<file path="config.mk">
export PLATFORM = sky130hd
export DESIGN_NAME = svi_force_sched
export DESIGN_NICKNAME = d
export VERILOG_FILES = /design/src/rtl/svi_force_sched.sv
export SDC_FILE = /design/constraint.sdc
export NUM_CORES = 1
export LEC_CHECK = 0
export CAP_MARGIN = 20
export CORE_MARGIN = 5
export CORE_UTILIZATION = 35
export DETAILED_ROUTE_END_ITERATION = 8
export PLACE_DENSITY_LB_ADDON = 0.1
export SKIP_LAST_GASP = 1
export SLEW_MARGIN = 0
export SYNTH_ARGS = -nofsm -noshare
export SYNTH_HDL_FRONTEND = slang
export SYNTH_SLANG_ARGS = --single-unit
</file>
<file path="constraint.sdc">
create_clock -name i_sclk -period 3.3 [get_ports i_sclk]
set_clock_uncertainty 0.1 [all_clocks]
set_input_delay 0.495 -clock i_sclk [delete_from_list [all_inputs] [get_ports i_sclk]]
set_output_delay 0.495 -clock i_sclk [all_outputs]
set_load 0.005 [all_outputs]
</file>
<file path="src/rtl/svi_force_sched.sv">
// Force/release sequencer for one shared W-bit net among N requesters.
// Round-robin grant in IDLE, timed or release-terminated hold in FORCE, one-cycle RELEASE.
module svi_force_sched #(
    parameter int N  = 4,
    parameter int W  = 1,
    parameter int LW = 8
) (
    input  logic            i_sclk,
    input  logic            i_srst,
    input  logic [N-1:0]    i_req,
    input  logic [N*W-1:0]  i_req_val,
    input  logic [N*LW-1:0] i_req_len,
    input  logic [N-1:0]    i_rel,
    input  logic [W-1:0]    i_drv,
    output logic [W-1:0]    o_net,
    output logic [N-1:0]    o_gnt,
    output logic            o_forced,
    output logic            o_done
);

    localparam int PW = (N > 1) ? $clog2(N) : 1;

    typedef enum logic [1:0] {
        S_IDLE    = 2'd0,
        S_FORCE   = 2'd1,
        S_RELEASE = 2'd2
    } state_t;

    state_t          state_q;
    state_t          state_d;
    logic [PW-1:0]   ptr_q;
    logic [PW-1:0]   own_q;
    logic [W-1:0]    val_q;
    logic [LW-1:0]   cnt_q;
    logic            timed_q;

    logic [PW-1:0]   pick;
    logic            pick_vld;
    logic [W-1:0]    sel_val;
    logic [LW-1:0]   sel_len;
    logic            own_rel;
    logic            expire;

    // First requester at or after ptr, wrapping around.
    always_comb begin
        pick     = '0;
        pick_vld = 1'b0;
        for (int i = 0; i < N; i++) begin
            if (!pick_vld && i_req[(int'(ptr_q) + i) % N]) begin
                pick_vld = 1'b1;
                pick     = PW'((int'(ptr_q) + i) % N);
            end
        end
    end

    assign sel_val = i_req_val[int'(pick)*W +: W];
    assign sel_len = i_req_len[int'(pick)*LW +: LW];
    assign own_rel = i_rel[own_q];
    assign expire  = timed_q && (cnt_q == LW'(1));

    always_comb begin
        state_d = state_q;
        case (state_q)
            S_IDLE:    if (pick_vld) state_d = S_FORCE;
            S_FORCE:   if (own_rel || expire) state_d = S_RELEASE;
            S_RELEASE: state_d = S_IDLE;
            default:   state_d = S_IDLE;
        endcase
    end

    always_ff @(posedge i_sclk) begin
        if (i_srst) begin
            state_q <= S_IDLE;
            ptr_q   <= '0;
            own_q   <= '0;
            val_q   <= '0;
            cnt_q   <= '0;
            timed_q <= 1'b0;
        end else begin
            state_q <= state_d;
            case (state_q)
                S_IDLE: begin
                    if (pick_vld) begin
                        own_q   <= pick;
                        val_q   <= sel_val;
                        cnt_q   <= sel_len;
                        timed_q <= (sel_len != '0);
                    end
                end
                S_FORCE: begin
                    if (cnt_q != '0) cnt_q <= cnt_q - LW'(1);
                    // Pointer moves past the owner as the force ends.
                    if (state_d == S_RELEASE) begin
                        ptr_q <= (own_q == PW'(N-1)) ? '0 : own_q + PW'(1);
                        cnt_q <= '0;
                    end
                end
                default: ;
            endcase
        end
    end

    assign o_forced = (state_q == S_FORCE);
    assign o_done   = (state_q == S_RELEASE);
    assign o_gnt    = o_forced ? (N'(1) << own_q) : '0;
    assign o_net    = o_forced ? val_q : i_drv;

endmodule

</file>
==> key figures, run 1 <==
Final layout
  • Fin area: 1988 µm²
  • Register Area: 320.3 µm²
  • Synthesis-to-finish area growth: 42.51%
  • Layout Nets: 271
  • Post-Layout Cell Count: 266
  • Ant. Diodes: 0
  • Area of the multi-input gates: 974.7 µm²
  • Fillers: 368
  • Layout cells sized above 1: 0.08333

Pwr
  • PwrDens: 386.5 nW/µm²
  • Leak: 0.7557 nW
  • Peak supply drop: 0.0002218 V

Floorplan
  • Row count: 23
  • Die ar.: 5349 µm²
  • IO Pins: 54
  • Core Region: 3943 µm²
  • Starting Density: 0.3539
  • Die width: 73.14 µm
  • Die Ht: 73.14 µm

Hold path
  • HP Class: flip-flop to flip-flop

Logic synthesis
  • Synthesized flop and latch total: 16
  • Sequential area share after synthesis: 0.2296
  • Syn_nets: 221
  • Post-synthesis instance area: 1395 µm²
  • Total number of yosys warnings: 0
  • Syn Inst Count: 167
  • Post-synth cell types: 46
  • Mapped Avg Cell Area: 8.354 µm²

Place
  • Input/output buffers: 53
  • Cell area after placement: 1933 µm²
  • Cells after DPL: 262
  • Hpwl dp: 3222 µm
  • Pre-CTS setup slack: 315.8 ps
  • Routability cong.: 0.8576

STA
  • Tmin final: 2714 ps
  • Final worst path period share: 0.8225
  • Setup TNS: 0 ps
  • Final hold slack: 377.4 ps
  • Finish-stage setup viols: 0
  • RSZ-0062 raised after global routing: no
  • Max Freq: 0.3684 GHz
  • Slew headroom: 0.5829
  • Final worst setup slack: 585.7 ps
  • Count of pins over their slew limit: 0
  • Final Hold Viols: 0
  • Worst slew pin tran: 620.0 ps

Clocking
  • CTS tree: built
  • Post-CTS Setup Bufs: 0
  • Root Driver: clkbuf_8
  • H-tree levels: 1
  • Clock slew at reported path FFs: 70 ps
  • CTS Buf Count: 3
  • Clock Latency Late Sink: 250 ps
  • # resized after CTS: 0
  • Sink Count: 16
  • Hold buffers post-CTS: 0
  • Clock buffer depth: 2

Setup path
  • CP Capture Type: flip-flop
  • CP top delay family: compound AO/OA/AOI/OAI gates
  • Largest fanout on the critical path: 21
  • CP Buf/Inv Count: 1
  • Critical Path Slowest Stage Cell: o2bb2a_2
  • WP data required: 3340 ps
  • Cells along the critical path: clkdlybuf4s50_1 -> a21oi_1 -> o21ai_1 -> o2bb2a_2 -> mux2i_1 -> mux2_2 -> nand4_1 -> o31a_1
  • CP Launch Type: input port
  • Kind of critical path: input port to flip-flop
  • Worst EP arrival: 2750 ps
  • R2R Setup Slk: 830 ps
  • Max incr delay on CP: 610 ps

Routing
  • DRT iter0 DRCs: 32
  • Vias: 1403
  • Routed Antenna Nets: 0
  • Wire length per cell: 15.25 µm
  • Remaining DRCs: 0
  • DR vias/cell: 5.274
  • Routed wire length: 4056 µm
  • DRT Pass-1 Iters: 4

Global route
  • Initial antenna violation count: 0
  • Overall fraction of global-route tracks in use: 0.1501
  • Vias in the first global route: 1357
  • GR Overflow Total: 0
  • First-pass GRT wire length: 6458 µm
  • Largest net degree at the start of global routing: 22

Run
  • Max-cap viol count: 0

Run status
  • Outcome: finished, final reports clean
[synth_stat cells, drive strengths merged]
cell	instances	area (µm²)
mux2i	24	240.2
nor2	17	66.32
dfxtp	16	320.3
nand2	13	48.80
a21oi	12	71.32
o21ai	10	50.04
inv	9	33.78
ha	7	87.58
buf	6	51.30
mux2	5	56.30
and2	4	25.02
nand2b	4	25.02
clkbuf	3	11.26
nor3	3	15.01
nor4	3	18.77
a211o	2	18.77
a211oi	2	15.01
a32o	2	20.02
nor2b	2	12.51
o22ai	2	12.51
o31a	2	17.52
or3	2	13.77
xor2	2	17.52
a22oi	1	7.510
a311oi	1	26.28
a31oi	1	6.260
a41oi	1	8.760
clkinv	1	3.750
mux4	1	22.52
nand3	1	5.000
nand4	1	6.260
o211a	1	10.01
o21a	1	7.510
o221ai	1	8.760
o2bb2a	1	11.26
o311ai	1	8.760
o31ai	1	7.510
or2	1	6.260
[area by class of cell]
type / instances / share of cell area
inverter: 10 / 0.01888
timing repair buffer: 54 / 0.2706
sequential: 16 / 0.1611
clock buffer: 4 / 0.02769
multi-input combinational: 132 / 0.4902
tap: 50 / 0.03147
[stage by stage]
stage          utilization  power (W)
2_1_floorplan            -  0.0004771
3_5_place_dp        0.4903  0.0005955
4_1_cts             0.5043  0.0007709
5_1_grt             0.5043  0.0008244
6_report            0.5043  0.0007684
3_3_place_gp        0.4903  0.0005888
[where the power goes]
group	total, W	switching, W	internal, W
Clock	0.000175	0.0000694	0.000106
Combinational	0.000342	0.000169	0.000173
Sequential	0.000251	0.0000295	0.000222
[state kept, by name (all words and copies together), names as in the netlist]
| name | cells |
|---|---|
| cnt_q | 8 |
| own_q | 2 |
| ptr_q | 2 |
| state_q | 2 |
| timed_q | 1 |
| val_q | 1 |
[cells by family after synthesis]
logic type,after synthesis,share of synthesized area
mux,30,0.2287
fa+ha+maj,7,0.06278
buf+inv,19,0.07174
simple gates,51,0.1740
compound gates,42,0.2206
flops,16,0.2296
xor+xnor,2,0.01256
[worst reg2reg max path, cell delays in order, from the launching register on]
cell	delay (ps)
dfxtp_1	450
mux4_2	590
a41oi_1	280
nand2_1	300
nor3_1	350
a22oi_1	140
o21a_1	120
nor2_1	70
[routing by layer]
metal  part of all wire  GRT usage
met1               0.47     0.2116
met2               0.44     0.2393
met5                  0          0
met4             0.0071    0.03074
met3              0.077    0.02479
[worst paths after layout]
check / cells past startpoint / end / start
worst max-delay path: 8 / timed_q / i_req[0]
worst min register to register: 2 / val_q / val_q
worst min-delay path: 2 / val_q / val_q
worst max register to register: 7 / cnt_q[4] / own_q[0]
[cell usage in the layout, fill, tap and decap left out, types with 2 or more instances in the layout]
master	count
o21ai_0	9
xor2_1	2
inv_1	9
ha_1	7
o22ai_1	2
o31a_1	2
a211oi_1	2
nor2_1	16
a21oi_1	9
and2_1	4
clkdlybuf4s50_1	53
a21oi_2	3
nand2b_1	4
dfxtp_1	16
a32o_1	2
mux2_2	4
mux2i_1	24
nor2b_1	2
nor4_1	3
clkbuf_8	4
nand2_1	13
nor3_1	3
No activity file was read; power rests on OpenSTA's default activity.
==> run 2, diff against run 1 <==
==> constraint.sdc (replaced) <==
create_clock -name i_sclk -period 2.2 [get_ports i_sclk]
set_clock_uncertainty 0.1 [all_clocks]
set_input_delay 0.33 -clock i_sclk [delete_from_list [all_inputs] [get_ports i_sclk]]
set_output_delay 0.33 -clock i_sclk [all_outputs]
set_load 0.005 [all_outputs]
==> key figures, run 2 (same netlist as run 1, synthesis figures left out) <==
Setup path
  • Max incr delay on CP: 360 ps (was 610 ps)
  • WP data required: 2240 ps (was 3340 ps)
  • Kind of critical path: flip-flop to flip-flop (was input port to flip-flop)
  • Largest fanout on the critical path: 7 (was 21)
  • CP Launch Type: flip-flop (was input port)
  • CP Capture Type: flip-flop (unchanged)
  • Worst EP arrival: 2170 ps (was 2750 ps)
  • Cells along the critical path: buf_4 -> a21oi_2 -> o21ai_2 -> o2bb2a_4 -> mux2i_2 -> mux2i_4 -> or2_1 -> o31a_1 (was clkdlybuf4s50_1 -> a21oi_1 -> o21ai_1 -> o2bb2a_2 -> mux2i_1 -> mux2_2 -> nand4_1 -> o31a_1)
  • Worst r2r src: ptr_q[1] (was own_q[0])
  • Crit path launch: ptr_q[1] (was i_req[0])
  • Critical Path Slowest Stage Cell: dfxtp_4 (was o2bb2a_2)

Pwr
  • PwrDens: 558.2 nW/µm² (was 386.5 nW/µm²)
  • Net Switching: 0.0004629 W (was 0.0002675 W)
  • Peak supply drop: 0.0003952 V (was 0.0002218 V)
  • Clock power share: 0.198 (was 0.228)
  • Leak: 0.9510 nW (was 0.7557 nW)
  • Logic gate share of total power: 0.519 (was 0.445)
  • Internal power: 0.0008600 W (was 0.0005009 W)
  • Reg power frac: 0.283 (was 0.327)
  • Net Sw Frac: 0.3499 (was 0.3481)

Place
  • Cells after DPL: 280 (was 262)
  • Input/output buffers: 53 (unchanged)
  • Hpwl dp: 3436 µm (was 3222 µm)
  • Routability cong.: 0.8291 (was 0.8576)

Routing
  • Remaining DRCs: 0 (unchanged)
  • Routed Antenna Nets: 0 (unchanged)
  • Routed wire length: 4724 µm (was 4056 µm)
  • DRT iter0 DRCs: 49 (was 32)
  • Wire length per cell: 16.07 µm (was 15.25 µm)
  • DRT Pass-1 Iters: 4 (unchanged)
  • Vias: 1510 (was 1403)
  • DR vias/cell: 5.136 (was 5.274)

Global route
  • GR Overflow Total: 0 (unchanged)
  • First-pass GRT wire length: 6879 µm (was 6458 µm)
  • Overall fraction of global-route tracks in use: 0.1646 (was 0.1501)
  • Vias in the first global route: 1456 (was 1357)
  • Initial antenna violation count: 0 (unchanged)
  • Largest net degree at the start of global routing: 15 (was 22)

Final layout
  • Ant. Diodes: 0 (unchanged)
  • Post-Layout Cell Count: 294 (was 266)
  • Most flops, register: cnt_q (unchanged)
  • Largest register FFs: 8 (unchanged)
  • Commonest non-fill, non-tap cells in the layout: clkdlybuf4s50_1, buf_4, mux2i_1 (was clkdlybuf4s50_1, mux2i_1, nor2_1, dfxtp_1, nand2_1)
  • Register Area: 324.1 µm² (was 320.3 µm²)
  • Layout Nets: 299 (was 271)
  • Layout cells sized above 1: 0.2582 (was 0.08333)
  • Area of the multi-input gates: 1127 µm² (was 974.7 µm²)
  • Commonest non-fill, non-tap cell in the layout: clkdlybuf4s50_1 (unchanged)
  • Fillers: 324 (was 368)
  • Synthesis-to-finish area growth: 69.87% (was 42.51%)
  • Core Util, Final: 0.6011 (was 0.5043)

STA
  • Final Hold Viols: 0 (unchanged)
  • Tmin final: 2129 ps
  • Count of pins over their slew limit: 0 (unchanged)
  • Final worst path period share: 0.9678
  • Slew headroom: 0.6922 (was 0.5829)
  • Max Freq: 0.4697 GHz
  • Finish-stage setup viols: 0 (unchanged)
  • Worst slew pin tran: 461.8 ps (was 620.0 ps)
  • Final hold slack: 360.7 ps (was 377.4 ps)

Floorplan
  • Die Ht: 73.14 µm (unchanged)
  • Die ar.: 5349 µm² (unchanged)
  • Die width: 73.14 µm (unchanged)
  • Starting Density: 0.3539 (unchanged)
  • Row count: 23 (unchanged)
  • IO Pins: 54 (unchanged)
  • Core Region: 3943 µm² (unchanged)

Run status
  • Outcome: finished, final reports clean (unchanged)

Hold path
  • HP Class: flip-flop to flip-flop (unchanged)
  • Hold_sp: val_q (unchanged)

Clocking
  • Clock buffer depth: 2 (unchanged)
  • CTS tree: built (unchanged)
  • Clock Latency Late Sink: 250 ps (about the same)
  • Sink Count: 16 (unchanged)
  • Root Driver: clkbuf_8 (unchanged)
  • CTS Buf Count: 3 (unchanged)
  • Clock slew at reported path FFs: 60 ps (was 70 ps)
  • Hold buffers post-CTS: 0 (unchanged)
  • H-tree levels: 1 (unchanged)

Run
  • Max-cap viol count: 0 (unchanged)
-- run 2: area by class of cell --
cell class,count,share of cell area
clock buffers,4,0.02323
inverters,10,0.01742
multi-input cells,134,0.4757
flip-flops and latches,16,0.1367
well taps,50,0.02640
repair buffers,80,0.3205
-- run 2: through the flow --
step	TNS, ps	cell area (µm²)	total power, W	setup WS (ps)
after detailed placement	-4808	2068	0.0009522	-556.5
after CTS	-383.7	2182	0.001240	-107.8
after global placement	-3876	2068	0.0009411	-449.6
after global routing	-24.33	2370	0.001409	-18.57
after floorplan	0	1395	0.0007156	87.19
final	0	2370	0.001323	70.95
-- run 2: path summary, 6_finish.rpt --
kind                                end  slack [ps]  cells after the start
worst max-delay path            timed_q          70                      8
worst min-delay path              val_q         360                      2
worst max register to register  timed_q          70                      8
worst min register to register    val_q         360                      2
-- run 2: repair_timing --
item | 4_1_cts | 5_1_grt
pin swaps | 1 | 6
gates cloned | 1 | 1
setup buffers | 2 | 7
hold endpoints to repair | 0 | 0
endpoints found under the setup margin | 10 | 14
resized for setup | 2 | 29
-- run 2: metal layers --
metal / vias to the layer above / part of all wire / wire (µm) / global-route usage
met4: 0 / 0.018 / 85 / 0.04303
met3: 9 / 0.058 / 274 / 0.03168
met5: - / 0 / 0 / 0
met2: 43 / 0.49 / 2303 / 0.2939
met1: 691 / 0.44 / 2061 / 0.1995
li1: 767 / - / - / -
-- run 2: power groups by stage --
stage               clock network [W]  logic, W  registers [W]
global route                 0.000279  0.000749       0.000381
detailed placement                  0  0.000574       0.000379
global placement                    0  0.000564       0.000377
finish                       0.000262  0.000687       0.000374
CTS                          0.000265  0.000603       0.000373
floorplan                           0  0.000345       0.000370
-- run 2: critical path, delay by kind of cell (launching register included) --
family / cells / cell delay, ps
flops: 1 / 360
mux: 2 / 400
buf+inv: 1 / 130
simple gates: 1 / 220
compound gates: 4 / 820
==> RTL change (config.mk and constraints of run 2) <==
The 3 states of `state_t` get a one-hot encoding in 3 bits.
--- a/src/rtl/svi_force_sched.sv
+++ b/src/rtl/svi_force_sched.sv
@@ -20,10 +20,10 @@
 
     localparam int PW = (N > 1) ? $clog2(N) : 1;
 
-    typedef enum logic [1:0] {
-        S_IDLE    = 2'd0,
-        S_FORCE   = 2'd1,
-        S_RELEASE = 2'd2
+    typedef enum logic [2:0] {
+        S_IDLE    = 3'b001,
+        S_FORCE   = 3'b010,
+        S_RELEASE = 3'b100
     } state_t;
 
     state_t          state_q;
Check against the original RTL: no difference found for any inputs over 4 cycles, from zero or initial values and one cycle with i_srst high; so few cycles prove little.
==> RTL change against run 2 <==
The run now ends with setup timing left. Die area decreased by 0.78%. Sequential power increased by 7.5%. Setup slack got worse by 0.25 ns. Wire length decreased by 5.4%. Power decreased by 4.0%. Count of clock-buffer cells in the layout decreased by 1. Design area decreased by 1.2%. Synthesized area decreased by 0.90%. Sequential cell count increased by 1. Highest routed layer unchanged.
==> RTL change: results (changes against run 2) <==
synthTopCellsByCount: "24 x mux2i_1, 18 x nor2_1, 17 x dfxtp_1"
track_usage: 0.170  # +0.00539
violations: "setup timing"
cp_slowest_cell: "or4_1"
largestRegisters: "cnt_q (8), state_q (3)"
synth_nets: 218  # -1.4%
cp_max_fo: 6  # -1
r2r_start: "ptr_q[0]"
worstMarginPinSlew_ns: 0.343  # -0.119 ns
drt_iter0_drc: 51  # +4.1%
status: "finished, violations left"
postSynth.asyncResetShare: 0  # unchanged
post-dp-hpwl_um: 3410  # -0.76%
cp.arrival_ns: 2.42  # +0.25 ns
ys_warn_count: 0  # unchanged
grt_pass1_wl_um: 7150  # +3.9%
grt_use_met2: 0.271  # -0.0234
synthTopCellsByArea: "dfxtp_1 25%, mux2i_1 17%, ha_1 6.3%, nor2_1 4.9%, nand2_1 4.3%"
finalWorstSetupSlack_ns: -0.182  # -0.253 ns
nets: 304  # +1.7%
drive_above_1_share: 0.253  # -0.00518
ir_drop_mv: 0.342  # -13%
antenna_found_initial: 0  # unchanged
met1_usage: 0.229  # +0.0299
synth_cell_types: 42  # -8.7%
use_met3: 0.0275  # -0.00413
synth_seq_area_share: 0.246  # +0.0166
slowest_delay_ns: 0.52  # +0.16 ns
grt-ovfl-total: 0  # unchanged
wire_per_inst_um: 15.0  # -6.4%
place_area_sq_um: 2180  # +5.3%
vias: 1537  # +1.8%
startpoint: "ptr_q[0]"
setup_viol: 1  # +1
p_leak_nw: 0.967  # +1.7%
preCtsSetupSlack_ns: -0.593  # -0.0365 ns
-- RTL change: cell types whose count changed after synthesis, sizes merged, moves of 4 or more --
cell,change
and3,+6
o21ai,-4
and2,-4
nor3,+4
-- RTL change: logic make-up (layout without fill, tap and decap cells) --
family / Yosys count / in the layout / share of synthesized area
xor+xnor: 3 / 3 / 0.0190
simple gates: 63 / 63 / 0.231
fa+ha+maj: 7 / 7 / 0.0633
buf+inv: 14 / 99 / 0.0498
mux: 29 / 29 / 0.223
compound gates: 31 / 31 / 0.168
flops: 17 / 17 / 0.246
-- RTL change: power breakdown --
part / switching [mW] / internal [mW]
clock: 0.108 / 0.126
sequential: 0.0465 / 0.355
combinational: 0.279 / 0.354
-- RTL change: cell type report --
cell class | instances | area, sq um
clock buffer | 3 | 41.3
clock inverter | 1 | 5.00
fill | 324 | 1400
inverter | 8 | 30.0
multi-input combinational | 133 | 1030
sequential | 17 | 342
tap | 48 | 60.1
timing repair buffer | 87 | 835
-- RTL change: through the flow --
step | instances | setup TNS (ns) | hold WS (ns) | util | power, mW
5_1_grt | 297 | -0.310 | 0.417 | 0.625 | 1.36
4_1_cts | 297 | -0.192 | 0.371 | 0.619 | 1.27
3_3_place_gp | 288 | -2.67 | 0.350 | 0.582 | 0.971
2_1_floorplan | 164 | -0.131 | 0.337 | - | 0.726
3_5_place_dp | 288 | -3.11 | 0.361 | 0.582 | 0.984
6_report | 297 | -0.182 | 0.369 | 0.625 | 1.27
-- RTL change: what timing repair did --
action	in CTS	in global routing
cloned	1	0
setup buffers	5	1
pin swaps	6	6
gates resized for setup	14	9
endpoints found under the setup margin	5	10
-- RTL change: metal layers --
metal | routed length (um) | part of all wire
met1 | 2110 | 0.47
met2 | 1940 | 0.43
met3 | 339 | 0.076
met4 | 80 | 0.018
met5 | 0 | 0
